## config.mk

```make
export PLATFORM = sky130hd
export DESIGN_NAME = rom_port_arbiter_flat
export DESIGN_NICKNAME = d
export VERILOG_FILES = /design/src/rtl/rom_arb_pkg.sv /design/src/rtl/rom_port_arbiter_if.sv /design/src/rtl/rom_tag_pipe.sv /design/src/rtl/rom_port_arbiter.sv /design/src/flat_wrapper.sv
export SDC_FILE = /design/constraint.sdc
export NUM_CORES = 1
export LEC_CHECK = 0
export ABC_CLOCK_PERIOD_IN_PS = 1300
export BUFFER_PORTS_ARGS = -buffer_cell sky130_fd_sc_hd__buf_2
export CAP_MARGIN = 40
export CORE_MARGIN = 4
export CORE_UTILIZATION = 39
export DETAILED_ROUTE_END_ITERATION = 10
export GPL_TIMING_DRIVEN = 1
export PLACE_DENSITY_LB_ADDON = 0.25
export SYNTH_ARGS = -nofsm -noshare
export SYNTH_HDL_FRONTEND = slang
export SYNTH_HIERARCHICAL = 1
export SYNTH_SLANG_ARGS = --single-unit
```

## constraint.sdc

```tcl
create_clock -name vga_clk -period 1.3 [get_ports vga_clk]
set_clock_uncertainty 0.2 [all_clocks]
set_input_delay 0.13 -clock vga_clk [delete_from_list [all_inputs] [get_ports vga_clk]]
set_output_delay 0.13 -clock vga_clk [all_outputs]
set_load 0.05 [all_outputs]
```

## src/rtl/rom_arb_pkg.sv

```systemverilog
// ----------------------------------------------------------------------------
// rom_arb_pkg
// Shared definitions for the three-reader image-ROM arbiter.
//   PORT_DISP / PORT_COLL / PORT_MENU : bit positions of each reader in the
//                                       req/gnt/rvalid vectors
//   NUM_PORTS                         : number of readers
//   port_onehot_t                     : one-hot grant/tag vector type
//   GNT_*                             : the legal one-hot grant encodings
// ----------------------------------------------------------------------------
package rom_arb_pkg;

    localparam int PORT_DISP = 0;
    localparam int PORT_COLL = 1;
    localparam int PORT_MENU = 2;
    localparam int NUM_PORTS = 3;

    typedef logic [2:0] port_onehot_t;

    localparam port_onehot_t GNT_NONE = 3'b000;
    localparam port_onehot_t GNT_DISP = 3'b001;
    localparam port_onehot_t GNT_COLL = 3'b010;
    localparam port_onehot_t GNT_MENU = 3'b100;

endpackage

```

## src/rtl/rom_port_arbiter_if.sv

```systemverilog
// ----------------------------------------------------------------------------
// rom_port_arbiter_if
// Bundles the requester handshake and the ROM-side signals of the arbiter.
//   req[2:0]            : per-reader read request (0 display, 1 collision, 2 menu)
//   addr0/addr1/addr2   : per-reader read address, valid while its req bit is high
//   gnt[2:0]            : one-hot grant, same cycle as the accepted request
//   rom_address         : address presented to the ROM
//   rom_q               : ROM read data
//   rdata / rvalid[2:0] : returned data and one-hot owner tag
// Modports: master = readers plus ROM model, slave = arbiter.
// ----------------------------------------------------------------------------
interface rom_port_arbiter_if
    import rom_arb_pkg::*;
#(
    parameter int ADDR_W = 17,
    parameter int DATA_W = 3
);
    port_onehot_t      req;
    logic [ADDR_W-1:0] addr0;
    logic [ADDR_W-1:0] addr1;
    logic [ADDR_W-1:0] addr2;
    port_onehot_t      gnt;
    logic [ADDR_W-1:0] rom_address;
    logic [DATA_W-1:0] rom_q;
    logic [DATA_W-1:0] rdata;
    port_onehot_t      rvalid;

    modport master (
        output req, addr0, addr1, addr2, rom_q,
        input  gnt, rom_address, rdata, rvalid
    );

    modport slave (
        input  req, addr0, addr1, addr2, rom_q,
        output gnt, rom_address, rdata, rvalid
    );

endinterface

```

## src/rtl/rom_tag_pipe.sv

```systemverilog
// ----------------------------------------------------------------------------
// rom_tag_pipe
// Delay line for one-hot grant tags so each tag emerges exactly DEPTH cycles
// after it entered, aligned with the ROM's registered read data.
//   clk     : clock
//   reset   : synchronous active-high reset, empties the line
//   tag_in  : one-hot tag of the grant issued this cycle
//   tag_out : one-hot tag of the grant issued DEPTH cycles ago
// ----------------------------------------------------------------------------
module rom_tag_pipe
    import rom_arb_pkg::*;
#(
    parameter int DEPTH = 1
) (
    input  logic         clk,
    input  logic         reset,
    input  port_onehot_t tag_in,
    output port_onehot_t tag_out
);

    port_onehot_t chain_r [DEPTH];

    // Shift tags one stage per cycle; reset drops everything in flight.
    always_ff @(posedge clk) begin
        if (reset) begin
            for (int i = 0; i < DEPTH; i++) begin
                chain_r[i] <= GNT_NONE;
            end
        end else begin
            chain_r[0] <= tag_in;
            for (int i = 1; i < DEPTH; i++) begin
                chain_r[i] <= chain_r[i-1];
            end
        end
    end

    assign tag_out = chain_r[DEPTH-1];

endmodule

```

## src/rtl/rom_port_arbiter.sv

```systemverilog
// ----------------------------------------------------------------------------
// rom_port_arbiter
// Shares one registered-output image ROM between the display renderer
// (port 0, strict priority), the collision engine (port 1) and the menu
// cursor hit-test (port 2). Ports 1 and 2 alternate via a round-robin bit.
// Read data returns ROM_LAT cycles after the grant, tagged one-hot on rvalid.
//   vga_clk        : single clock
//   reset          : synchronous active-high reset
//   bus (slave)    : req/addrN/gnt/rom_address/rom_q/rdata/rvalid
//   stat_conflicts : cycles in which a secondary request was denied
//   stat_maxwait   : longest wait seen by any secondary request
// Optional build macro ROM_ARB_STATS_EN adds the two statistics ports.
// ----------------------------------------------------------------------------
module rom_port_arbiter
    import rom_arb_pkg::*;
#(
    parameter int ADDR_W  = 17,
    parameter int DATA_W  = 3,
    parameter int ROM_LAT = 1,
    parameter int STAT_W  = 16
) (
    input  logic                vga_clk,
    input  logic                reset,
    rom_port_arbiter_if.slave   bus
`ifdef ROM_ARB_STATS_EN
    ,
    output logic [STAT_W-1:0]   stat_conflicts,
    output logic [STAT_W-1:0]   stat_maxwait
`endif
);

    port_onehot_t      gnt_s;
    logic [ADDR_W-1:0] rom_address_s;
    logic              rr_r;           // 0 favours collision, 1 favours menu
    logic [ADDR_W-1:0] last_addr_r;
    port_onehot_t      tag_out_s;

    // Display first; secondaries contend only when both request.
    always_comb begin
        gnt_s = GNT_NONE;
        if (bus.req[PORT_DISP]) begin
            gnt_s = GNT_DISP;
        end else if (bus.req[PORT_COLL] && bus.req[PORT_MENU]) begin
            gnt_s = rr_r ? GNT_MENU : GNT_COLL;
        end else if (bus.req[PORT_COLL]) begin
            gnt_s = GNT_COLL;
        end else if (bus.req[PORT_MENU]) begin
            gnt_s = GNT_MENU;
        end else begin
            gnt_s = GNT_NONE;
        end
    end

    // Steer the granted address to the ROM; idle cycles repeat the last one.
    always_comb begin
        rom_address_s = last_addr_r;
        case (gnt_s)
            GNT_DISP: rom_address_s = bus.addr0;
            GNT_COLL: rom_address_s = bus.addr1;
            GNT_MENU: rom_address_s = bus.addr2;
            default:  rom_address_s = last_addr_r;
        endcase
    end

    // Round-robin pointer and held ROM address.
    always_ff @(posedge vga_clk) begin
        if (reset) begin
            rr_r        <= 1'b0;
            last_addr_r <= {ADDR_W{1'b0}};
        end else begin
            if (gnt_s == GNT_COLL) begin
                rr_r <= 1'b1;
            end else if (gnt_s == GNT_MENU) begin
                rr_r <= 1'b0;
            end else begin
                rr_r <= rr_r;
            end
            last_addr_r <= rom_address_s;
        end
    end

    rom_tag_pipe #(
        .DEPTH   (ROM_LAT)
    ) u_tag_pipe (
        .clk     (vga_clk),
        .reset   (reset),
        .tag_in  (gnt_s),
        .tag_out (tag_out_s)
    );

    assign bus.gnt         = gnt_s;
    assign bus.rom_address = rom_address_s;
    assign bus.rvalid      = tag_out_s;
    assign bus.rdata       = bus.rom_q;

`ifdef ROM_ARB_STATS_EN
    localparam logic [STAT_W-1:0] STAT_MAX = {STAT_W{1'b1}};
    localparam logic [STAT_W-1:0] STAT_ONE = {{(STAT_W-1){1'b0}}, 1'b1};

    function automatic logic [STAT_W-1:0] sat_inc(input logic [STAT_W-1:0] v);
        return (v == STAT_MAX) ? v : v + STAT_ONE;
    endfunction

    logic [STAT_W-1:0] conflicts_r;
    logic [STAT_W-1:0] maxwait_r;
    logic [STAT_W-1:0] wait_coll_r;
    logic [STAT_W-1:0] wait_menu_r;
    logic              denied_s;

    // At most one cycle counted even if both secondaries are refused.
    assign denied_s = (bus.req[PORT_COLL] && !gnt_s[PORT_COLL]) ||
                      (bus.req[PORT_MENU] && !gnt_s[PORT_MENU]);

    // Conflict count, per-secondary wait timers and the worst wait so far.
    always_ff @(posedge vga_clk) begin
        if (reset) begin
            conflicts_r <= {STAT_W{1'b0}};
            maxwait_r   <= {STAT_W{1'b0}};
            wait_coll_r <= {STAT_W{1'b0}};
            wait_menu_r <= {STAT_W{1'b0}};
        end else begin
            conflicts_r <= denied_s ? sat_inc(conflicts_r) : conflicts_r;

            if (gnt_s[PORT_COLL]) begin
                wait_coll_r <= {STAT_W{1'b0}};
            end else if (bus.req[PORT_COLL]) begin
                wait_coll_r <= sat_inc(wait_coll_r);
            end else begin
                wait_coll_r <= wait_coll_r;
            end

            if (gnt_s[PORT_MENU]) begin
                wait_menu_r <= {STAT_W{1'b0}};
            end else if (bus.req[PORT_MENU]) begin
                wait_menu_r <= sat_inc(wait_menu_r);
            end else begin
                wait_menu_r <= wait_menu_r;
            end

            if (gnt_s[PORT_COLL] && (wait_coll_r > maxwait_r)) begin
                maxwait_r <= wait_coll_r;
            end else if (gnt_s[PORT_MENU] && (wait_menu_r > maxwait_r)) begin
                maxwait_r <= wait_menu_r;
            end else begin
                maxwait_r <= maxwait_r;
            end
        end
    end

    assign stat_conflicts = conflicts_r;
    assign stat_maxwait   = maxwait_r;
`endif

endmodule

```

## src/flat_wrapper.sv

```systemverilog
// flat-port wrapper written by rule: the top's interface ports become plain ports
module rom_port_arbiter_flat import rom_arb_pkg::*;
#(
    parameter int ADDR_W  = 17,
    parameter int DATA_W  = 3,
    parameter int ROM_LAT = 1,
    parameter int STAT_W  = 16
)
  (vga_clk, reset, bus_req, bus_addr0, bus_addr1, bus_addr2, bus_rom_q, bus_gnt, bus_rom_address, bus_rdata, bus_rvalid);
  rom_port_arbiter_if #(.ADDR_W(ADDR_W), .DATA_W(DATA_W)) bus_i ();
  input  logic vga_clk;
  input  logic reset;
  input wire logic [$bits(bus_i.req)-1:0] bus_req;
  input wire logic [$bits(bus_i.addr0)-1:0] bus_addr0;
  input wire logic [$bits(bus_i.addr1)-1:0] bus_addr1;
  input wire logic [$bits(bus_i.addr2)-1:0] bus_addr2;
  input wire logic [$bits(bus_i.rom_q)-1:0] bus_rom_q;
  output wire logic [$bits(bus_i.gnt)-1:0] bus_gnt;
  output wire logic [$bits(bus_i.rom_address)-1:0] bus_rom_address;
  output wire logic [$bits(bus_i.rdata)-1:0] bus_rdata;
  output wire logic [$bits(bus_i.rvalid)-1:0] bus_rvalid;
  assign bus_i.req = bus_req;
  assign bus_i.addr0 = bus_addr0;
  assign bus_i.addr1 = bus_addr1;
  assign bus_i.addr2 = bus_addr2;
  assign bus_i.rom_q = bus_rom_q;
  assign bus_gnt = bus_i.gnt;
  assign bus_rom_address = bus_i.rom_address;
  assign bus_rdata = bus_i.rdata;
  assign bus_rvalid = bus_i.rvalid;
  rom_port_arbiter #(.ADDR_W(ADDR_W), .DATA_W(DATA_W), .ROM_LAT(ROM_LAT), .STAT_W(STAT_W)) u_core (.vga_clk(vga_clk), .reset(reset), .bus(bus_i));
endmodule
```

==> results.cfg, run 1 <==
[layout]
final_cells = 326
layout.nets = 340
n_antenna_cell = 0
syn2layout_area_growth_pct = 96.8
layout_common_cells = 59 x buf_2, 38 x buf_4, 20 x dfxtp_1
layout_commonest_cell = buf_2
drive_gt1_share_pct = 70.4

[floorplan]
pin_count = 85
core_sq_um = 3440
initial_utilization_pct = 41.9
die_area_sq_um = 4740
num_rows = 21
die_y_um = 68.8
die_w_um = 68.8

[power_and_ir_drop]
powerDensity_nw_per_um2 = 815
ir_drop_v = 0.000586
p_leak_nw = 1.17
p_total_mw = 2.32

[yosys]
syn-num-nets = 231
synth_top_area_share_pct = 29.1
ys_warn_count = 6
synth_seq_area_share_pct = 29.1
postSynthCellCount = 172
postSynthAreaPerCell_sq_um = 8.39
syn_area_sq_um = 1440
synth-seq-cells = 21
ys_top_cells_by_area = dfxtp_1 29%, a211oi_1 7.8%, nor2_4 7.8%, and2_1 7.4%, a21oi_1 6.2%
yosysTopAreaCell = dfxtp_1
ys_types = 27

[critical_path]
slowest_stage = a221o_1
cp_max_fo = 7
endpoint_kind = primary output
arrival_ns = 1.49
critPathRequiredTime_ns = 0.97
critPathKind = reg -> out
crit_path_cell_trace = nand2b_4 -> a221o_1 -> a21oi_4 -> buf_8
slowest_delay_ns = 0.37
start_kind = flip-flop

[timing]
min_period_over_period_pct = 140
max_freq_mhz = 550
worst_pin_slew_ns = 0.467
fin_ws_ns = -0.519
final_max_slew_viol_count = 0
hold_slack_ns = 0.0182
min_period_ns = 1.82
hold_viol_final = 0
setup_viol_count_final = 38
final.setup.tns_ns = -12.18
rsz0062_at_grt = true
relSlewSlack_pct = 68.9

[grt]
grt_pass1_vias = 1824
met1_usage_pct = 27.0
grtUsageTotal_pct = 23.5
grt_pass1_wl_mm = 8.39
antenna_found_initial = 0
grt_max_degree = 27
grt_busiest_layer = met2
overflow = 0
met3_usage_pct = 5.19
gr-usage-met2_pct = 43.2

[routing]
wire_per_inst_um = 16.8
dr.pass1.iters = 4
drc_errors = 0
wl_mm = 5.47
drtAntennaViolNets = 0
vias = 1748
drt_iter0_drc = 56
post_drt_via_cell_ratio = 5.36

[clock_tree]
cts_hold_buf = 0
clk_pin_slew_ns = 0.07
cts_buffer_depth = 2
cts_tree = yes
cts-root-buf = clkbuf_8
htree_num_levels = 1
clkSinkCount = 21
cts_buffers = 3
clk_latency_ns = 0.26

[placement]
dp_hpwl_mm = 3.44
dp_cells = 317
portBuffers = 78
gp_congestion = 0.743
dp_slack_ns = -0.406

[flow_run]
cap_violations = 0

[run_status]
violations = setup timing
status = finished, violations left

[worst_hold_path]
hp-class = in -> reg
[registers in the layout, summed over array words and instances, names as in the netlist]
name                       cells
u_core/last_addr_r            17
u_core/u_tag_pipe/chain_r      3
u_core/rr_r                    1
[worst max-delay path, delay by kind of cell (launching register included)]
kind / cells / cell delay (ns)
AOI/OAI and AO/OA: 2 / 0.53
and+or+nand+nor: 1 / 0.18
buffers and inverters: 1 / 0.16
DFF: 1 / 0.36
[synthesized netlist by cell type (all sizes together)]
| master | instances |
|---|---|
| a211oi | 17 |
| a21bo | 1 |
| a21boi | 1 |
| a21oi | 18 |
| a221o | 5 |
| a311oi | 1 |
| a31oi | 12 |
| a41oi | 5 |
| and2 | 17 |
| and3 | 1 |
| buf | 16 |
| clkbuf | 4 |
| dfxtp | 21 |
| inv | 6 |
| nand2b | 11 |
| nand3 | 12 |
| nor2 | 18 |
| nor2b | 3 |
| or2b | 2 |
| or3 | 1 |
[path summary, 6_finish.rpt]
check | depth (start not counted) | from | slack (ns) | to
max | 4 | u_core/rr_r | -0.52 | bus_rom_address[11]
min | 3 | bus_req[2] | 0.02 | u_core/rr_r
max reg2reg | 6 | u_core/rr_r | -0.33 | u_core/last_addr_r[16]
min reg2reg | 2 | u_core/last_addr_r[9] | 0.37 | u_core/last_addr_r[9]
[layout make-up]
class	count	area, sq um
repair buffers	124	950
fillers	223	601
multi-input cells	125	1340
inverters	6	22.5
clock buffers	4	45.0
well taps	46	57.6
flip-flops and latches	21	424
[timing repair]
| item | 4_1_cts | 5_1_grt |
|---|---|---|
| gates cloned | 0 | 1 |
| endpoints found under the setup margin | 37 | 37 |
| resized for setup | 53 | 12 |
| hold endpoints to repair | 0 | 0 |
| setup buffers | 1 | 4 |
| pin swaps | 5 | 5 |
[per-layer routing]
| metal | part of all wire [%] | up-vias |
|---|---|---|
| met4 | 0.88 | 0 |
| li1 | - | 843 |
| met5 | 0 | - |
| met2 | 54 | 60 |
| met1 | 40 | 839 |
| met3 | 5.6 | 6 |
[stage by stage]
stage                     util (%)  area (sq um)
final                         82.6          2840
after global routing          82.6          2840
after CTS                     79.5          2740
after detailed placement      71.0          2440
after global placement        71.0          2440
after floorplan                  -          1790
[power breakdown]
group	internal [mW]	switching, mW
clock	0.218	0.212
combinational	0.518	0.647
sequential	0.691	0.0291
total	1.43	0.888
[cells by family after synthesis]
group	Yosys count	synth area share, %
buf+inv	26	11.4
compound gates	60	29.5
simple gates	65	29.9
flops	21	29.1
Note: power is estimated with default switching activity, not from simulation.
==> run 2, diff against run 1 <==
--- a/config.mk
+++ b/config.mk
@@ -6,7 +6,7 @@
 export NUM_CORES = 1
 export LEC_CHECK = 0
 export ABC_CLOCK_PERIOD_IN_PS = 1300
-export BUFFER_PORTS_ARGS = -buffer_cell sky130_fd_sc_hd__buf_2
+export BUFFER_PORTS_ARGS = -buffer_cell sky130_fd_sc_hd__buf_4
 export CAP_MARGIN = 40
 export CORE_MARGIN = 4
 export CORE_UTILIZATION = 39
==> results.cfg, run 2 (synthesized netlist as in run 1, its figures left out) <==
[run_status]
status = finished, violations left
violations = setup timing

[critical_path]
timing.rr.start = u_core/rr_r
cp_max_fo = 6
critPathKind = reg -> out
critPathRequiredTime_ns = 0.97
startpoint = u_core/rr_r
r2r_slack_ns = -0.31
worstReg2RegEnd = u_core/last_addr_r[11]
arrival_ns = 1.49
endpoint_kind = primary output
start_kind = flip-flop
reg2reg_depth = 4
endpoint = bus_rom_address[11]

[timing]
hold_viol_final = 0
final_max_slew_viol_count = 0
min_period_over_period_pct = 140
setup_viol_count_final = 37
hold_slack_ns = 0.0360
min_period_ns = 1.82
max_freq_mhz = 549
rsz0062_at_grt = true
relSlewSlack_pct = 73.0
worst_pin_slew_ns = 0.400
fin_ws_ns = -0.522

[routing]
vias = 1704
wl_mm = 5.17
dr.pass1.iters = 4
drt_iter0_drc = 52
wire_per_inst_um = 16.4
drtAntennaViolNets = 0
post_drt_via_cell_ratio = 5.39
drc_errors = 0

[grt]
grt_pass1_wl_mm = 7.62
grtUsageTotal_pct = 21.2
grt_max_degree = 22
antenna_found_initial = 0
overflow = 0
grt_pass1_vias = 1650

[clock_tree]
clk_latency_ns = 0.26
cts-root-buf = clkbuf_8
cts_tree = yes
htree_num_levels = 1
cts_hold_buf = 0
cts_buffers = 3
clkSinkCount = 21
clk_pin_slew_ns = 0.08
cts_buffer_depth = 2

[layout]
top_register = u_core/last_addr_r
final_cells = 316
layout.nets = 330
layout_common_cells = 86 x buf_4, 20 x buf_6, 20 x dfxtp_1
layout_commonest_cell = buf_4
n_antenna_cell = 0
largest_reg_flops = 17
finalInstanceArea_sq_um = 2910
drive_gt1_share_pct = 70.4
top_regs = u_core/last_addr_r: 17 flops, u_core/u_tag_pipe/chain_r: 3 flops, u_core/rr_r: 1 flops
syn2layout_area_growth_pct = 101
final_util_pct = 84.4

[power_and_ir_drop]
powerDensity_nw_per_um2 = 799
p_leak_nw = 1.17
ir_drop_v = 0.000646
p_total_mw = 2.32

[flow_run]
cap_violations = 0

[placement]
dpl_cell_area_sq_um = 2560
portBuffers = 78
dp_hpwl_mm = 3.40
dp_cells = 308
gp_congestion = 0.734

[floorplan]
die_w_um = 68.8
die_area_sq_um = 4740
die_y_um = 68.8
pin_count = 85
initial_utilization_pct = 41.9
core_sq_um = 3440
num_rows = 21

[worst_hold_path]
hp-class = in -> reg
## run 2: where the power goes
part | total (mW) | switching, mW | internal [mW]
logic | 1.17 | 0.631 | 0.537
clock network | 0.433 | 0.214 | 0.218
registers | 0.720 | 0.0296 | 0.691
total | 2.32 | 0.875 | 1.45
## run 2: metal layers
| layer | routed length, um | part of all wire [%] | vias to the layer above | global-route usage [%] |
|---|---|---|---|---|
| met5 | 0 | 0 | - | 0 |
| met4 | 48 | 0.93 | 0 | 4.87 |
| met3 | 368 | 7.1 | 4 | 4.38 |
| met2 | 2690 | 52 | 64 | 37.7 |
| met1 | 2070 | 40 | 815 | 25.9 |
| li1 | - | - | 821 | - |
## run 2: what timing repair did
action,4_1_cts,5_1_grt
gates cloned,1,1
setup endpoints to repair,36,37
buffers inserted,1,1
pin swaps,1,2
resized for setup,30,20
## run 2: area by class of cell
cell class	instances	area, sq um
Fill cell	204	536
Sequential cell	21	424
Multi-Input combinational cell	126	1350
Inverter	6	22.5
Clock buffer	4	45.0
Timing Repair Buffer	113	1010
Tap cell	46	57.6
## run 2: worst min path at each step
stage	cells past startpoint	startpoint	slack (ns)	to
4_1_cts	2	reset	0.01	u_core/last_addr_r[16]
6_report	2	reset	0.04	u_core/u_tag_pipe/chain_r[0][2]
3_3_place_gp	0	bus_rom_q[2]	0.06	bus_rdata[2]
2_1_floorplan	1	reset	0.002	u_core/u_tag_pipe/chain_r[0][0]
3_5_place_dp	0	bus_rom_q[2]	0.06	bus_rdata[2]
5_1_grt	2	reset	0.05	u_core/u_tag_pipe/chain_r[0][2]
## run 2: critical path, stage by stage (launching register included)
cell      delay, ns
dfxtp_4        0.37
nand2b_4       0.17
a221o_1        0.38
a21oi_4        0.14
buf_6          0.17
## run 2: per-stage QoR
| stage | worst slack [ns] | TNS (ns) |
|---|---|---|
| after global placement | -0.328 | -8.11 |
| after CTS | -0.519 | -11.59 |
| final | -0.522 | -11.53 |
| after detailed placement | -0.355 | -8.77 |
| after global routing | -0.567 | -13.52 |
| after floorplan | -0.299 | -4.94 |
==> run 3, diff against run 2 <==
--- a/config.mk
+++ b/config.mk
@@ -8,11 +8,12 @@
 export ABC_CLOCK_PERIOD_IN_PS = 1300
 export BUFFER_PORTS_ARGS = -buffer_cell sky130_fd_sc_hd__buf_4
 export CAP_MARGIN = 40
+export CORE_ASPECT_RATIO = 1.25
 export CORE_MARGIN = 4
 export CORE_UTILIZATION = 39
 export DETAILED_ROUTE_END_ITERATION = 10
 export GPL_TIMING_DRIVEN = 1
-export PLACE_DENSITY_LB_ADDON = 0.25
+export PLACE_DENSITY = 0.79
 export SYNTH_ARGS = -nofsm -noshare
 export SYNTH_HDL_FRONTEND = slang
 export SYNTH_HIERARCHICAL = 1
==> results.cfg, run 3 (synthesized netlist as in run 1, its figures left out) <==
[run_status]
status = finished, violations left
violations = setup timing

[critical_path]
arrival_ns = 1.53
critPathRequiredTime_ns = 0.97
reg2reg_depth = 4
r2r_slack_ns = -0.26
timing.rr.start = u_core/rr_r
cp_max_fo = 6
endpoint_kind = primary output
critPathKind = reg -> out
worstReg2RegEnd = u_core/last_addr_r[4]
start_kind = flip-flop

[power_and_ir_drop]
p_leak_nw = 1.19
ir_drop_v = 0.000413
powerDensity_nw_per_um2 = 807

[grt]
overflow = 0
grt_pass1_vias = 1809
antenna_found_initial = 0
grtUsageTotal_pct = 22.8
grt_pass1_wl_mm = 8.84
grt_max_degree = 22

[clock_tree]
clkSinkCount = 21
cts_hold_buf = 0
cts_tree = yes
htree_num_levels = 1
cts_buffers = 3
clk_pin_slew_ns = 0.08
cts_buffer_depth = 2
clk_latency_ns = 0.26
cts-root-buf = clkbuf_8

[timing]
worst_pin_slew_ns = 0.326
max_freq_mhz = 538
min_period_over_period_pct = 143
fin_ws_ns = -0.558
relSlewSlack_pct = 78.2
rsz0062_at_grt = true
min_period_ns = 1.86
setup_viol_count_final = 36
final_max_slew_viol_count = 0
hold_viol_final = 0

[floorplan]
pin_count = 85
core_sq_um = 3540
die_y_um = 76.0
initial_utilization_pct = 40.7
die_area_sq_um = 4750
num_rows = 24
die_w_um = 62.4

[layout]
n_antenna_cell = 0
finalInstanceArea_sq_um = 2930
layout_commonest_cell = buf_4
multi_input_area_sq_um = 1380
final_util_pct = 82.7
syn2layout_area_growth_pct = 103
layout.nets = 334
largest_reg_flops = 17
fill_cells = 197
top_regs = u_core/last_addr_r: 17 flops, u_core/u_tag_pipe/chain_r: 3 flops, u_core/rr_r: 1 flops
drive_gt1_share_pct = 71.9
layout_common_cells = 90 x buf_4, 22 x buf_6, 20 x dfxtp_1
area.sequential_sq_um = 424
top_register = u_core/last_addr_r

[routing]
drt_iter0_drc = 56
wire_per_inst_um = 18.4
wl_mm = 5.74
drtAntennaViolNets = 0
post_drt_via_cell_ratio = 5.58
dr.pass1.iters = 5
vias = 1748
drc_errors = 0

[placement]
gp_congestion = 0.764
dp_hpwl_mm = 3.65
portBuffers = 78
dpl_cell_area_sq_um = 2540

[flow_run]
cap_violations = 0

[worst_hold_path]
holdPathStages = 2
whs_endpoint = u_core/u_tag_pipe/chain_r[0][2]
min-delay-start = reset
hp-class = in -> reg
[run 3: power by group]
part / total (mW) / switching [mW] / internal (mW)
sequential: 0.723 / 0.0324 / 0.691
combinational: 1.20 / 0.653 / 0.544
clock: 0.444 / 0.225 / 0.219
[run 3: cell type report]
type	instances	area share, %
repair buffers	117	34.4
flip-flops and latches	21	14.5
well taps	39	1.67
multi-input cells	126	47.1
clock buffers	4	1.54
inverters	6	0.769
[run 3: worst max path at each step]
| stage | cells past startpoint | to | startpoint |
|---|---|---|---|
| CTS | 4 | bus_rom_address[4] | u_core/rr_r |
| global placement | 7 | bus_rom_address[2] | bus_req[0] |
| detailed placement | 7 | bus_rom_address[2] | bus_req[0] |
| finish | 4 | bus_rom_address[4] | u_core/rr_r |
| floorplan | 4 | bus_rom_address[14] | u_core/rr_r |
| global route | 4 | bus_rom_address[4] | u_core/rr_r |
[run 3: worst max-delay path: stages (launching register included)]
cell      delay [ns]
dfxtp_4         0.38
nand2b_4        0.18
a221o_1         0.37
a21oi_4         0.16
buf_6           0.17
[run 3: metrics by stage]
stage	total power, mW	cells	worst slack [ns]	TNS [ns]	hold slack (ns)
after detailed placement	1.75	303	-0.346	-8.49	0.0603
after CTS	2.32	311	-0.518	-10.96	0.0365
final	2.36	313	-0.558	-11.98	0.0412
after global placement	1.74	303	-0.329	-7.99	0.0603
after floorplan	1.42	172	-0.299	-4.94	0.00161
after global routing	2.46	313	-0.615	-13.93	0.0595
[run 3: metal layers]
layer / track usage [%] / share of wire (%) / up-vias
met5: 0 / 0 / -
met4: 8.61 / 1.9 / 0
met2: 41.5 / 55 / 60
met1: 26.8 / 39 / 851
li1: - / - / 825
met3: 3.10 / 4.1 / 12
[run 3: timing repair]
item,in CTS,in global routing
gates cloned,1,0
resized for setup,46,13
pin swaps,7,9
buffers inserted,3,4
setup endpoints to repair,36,37
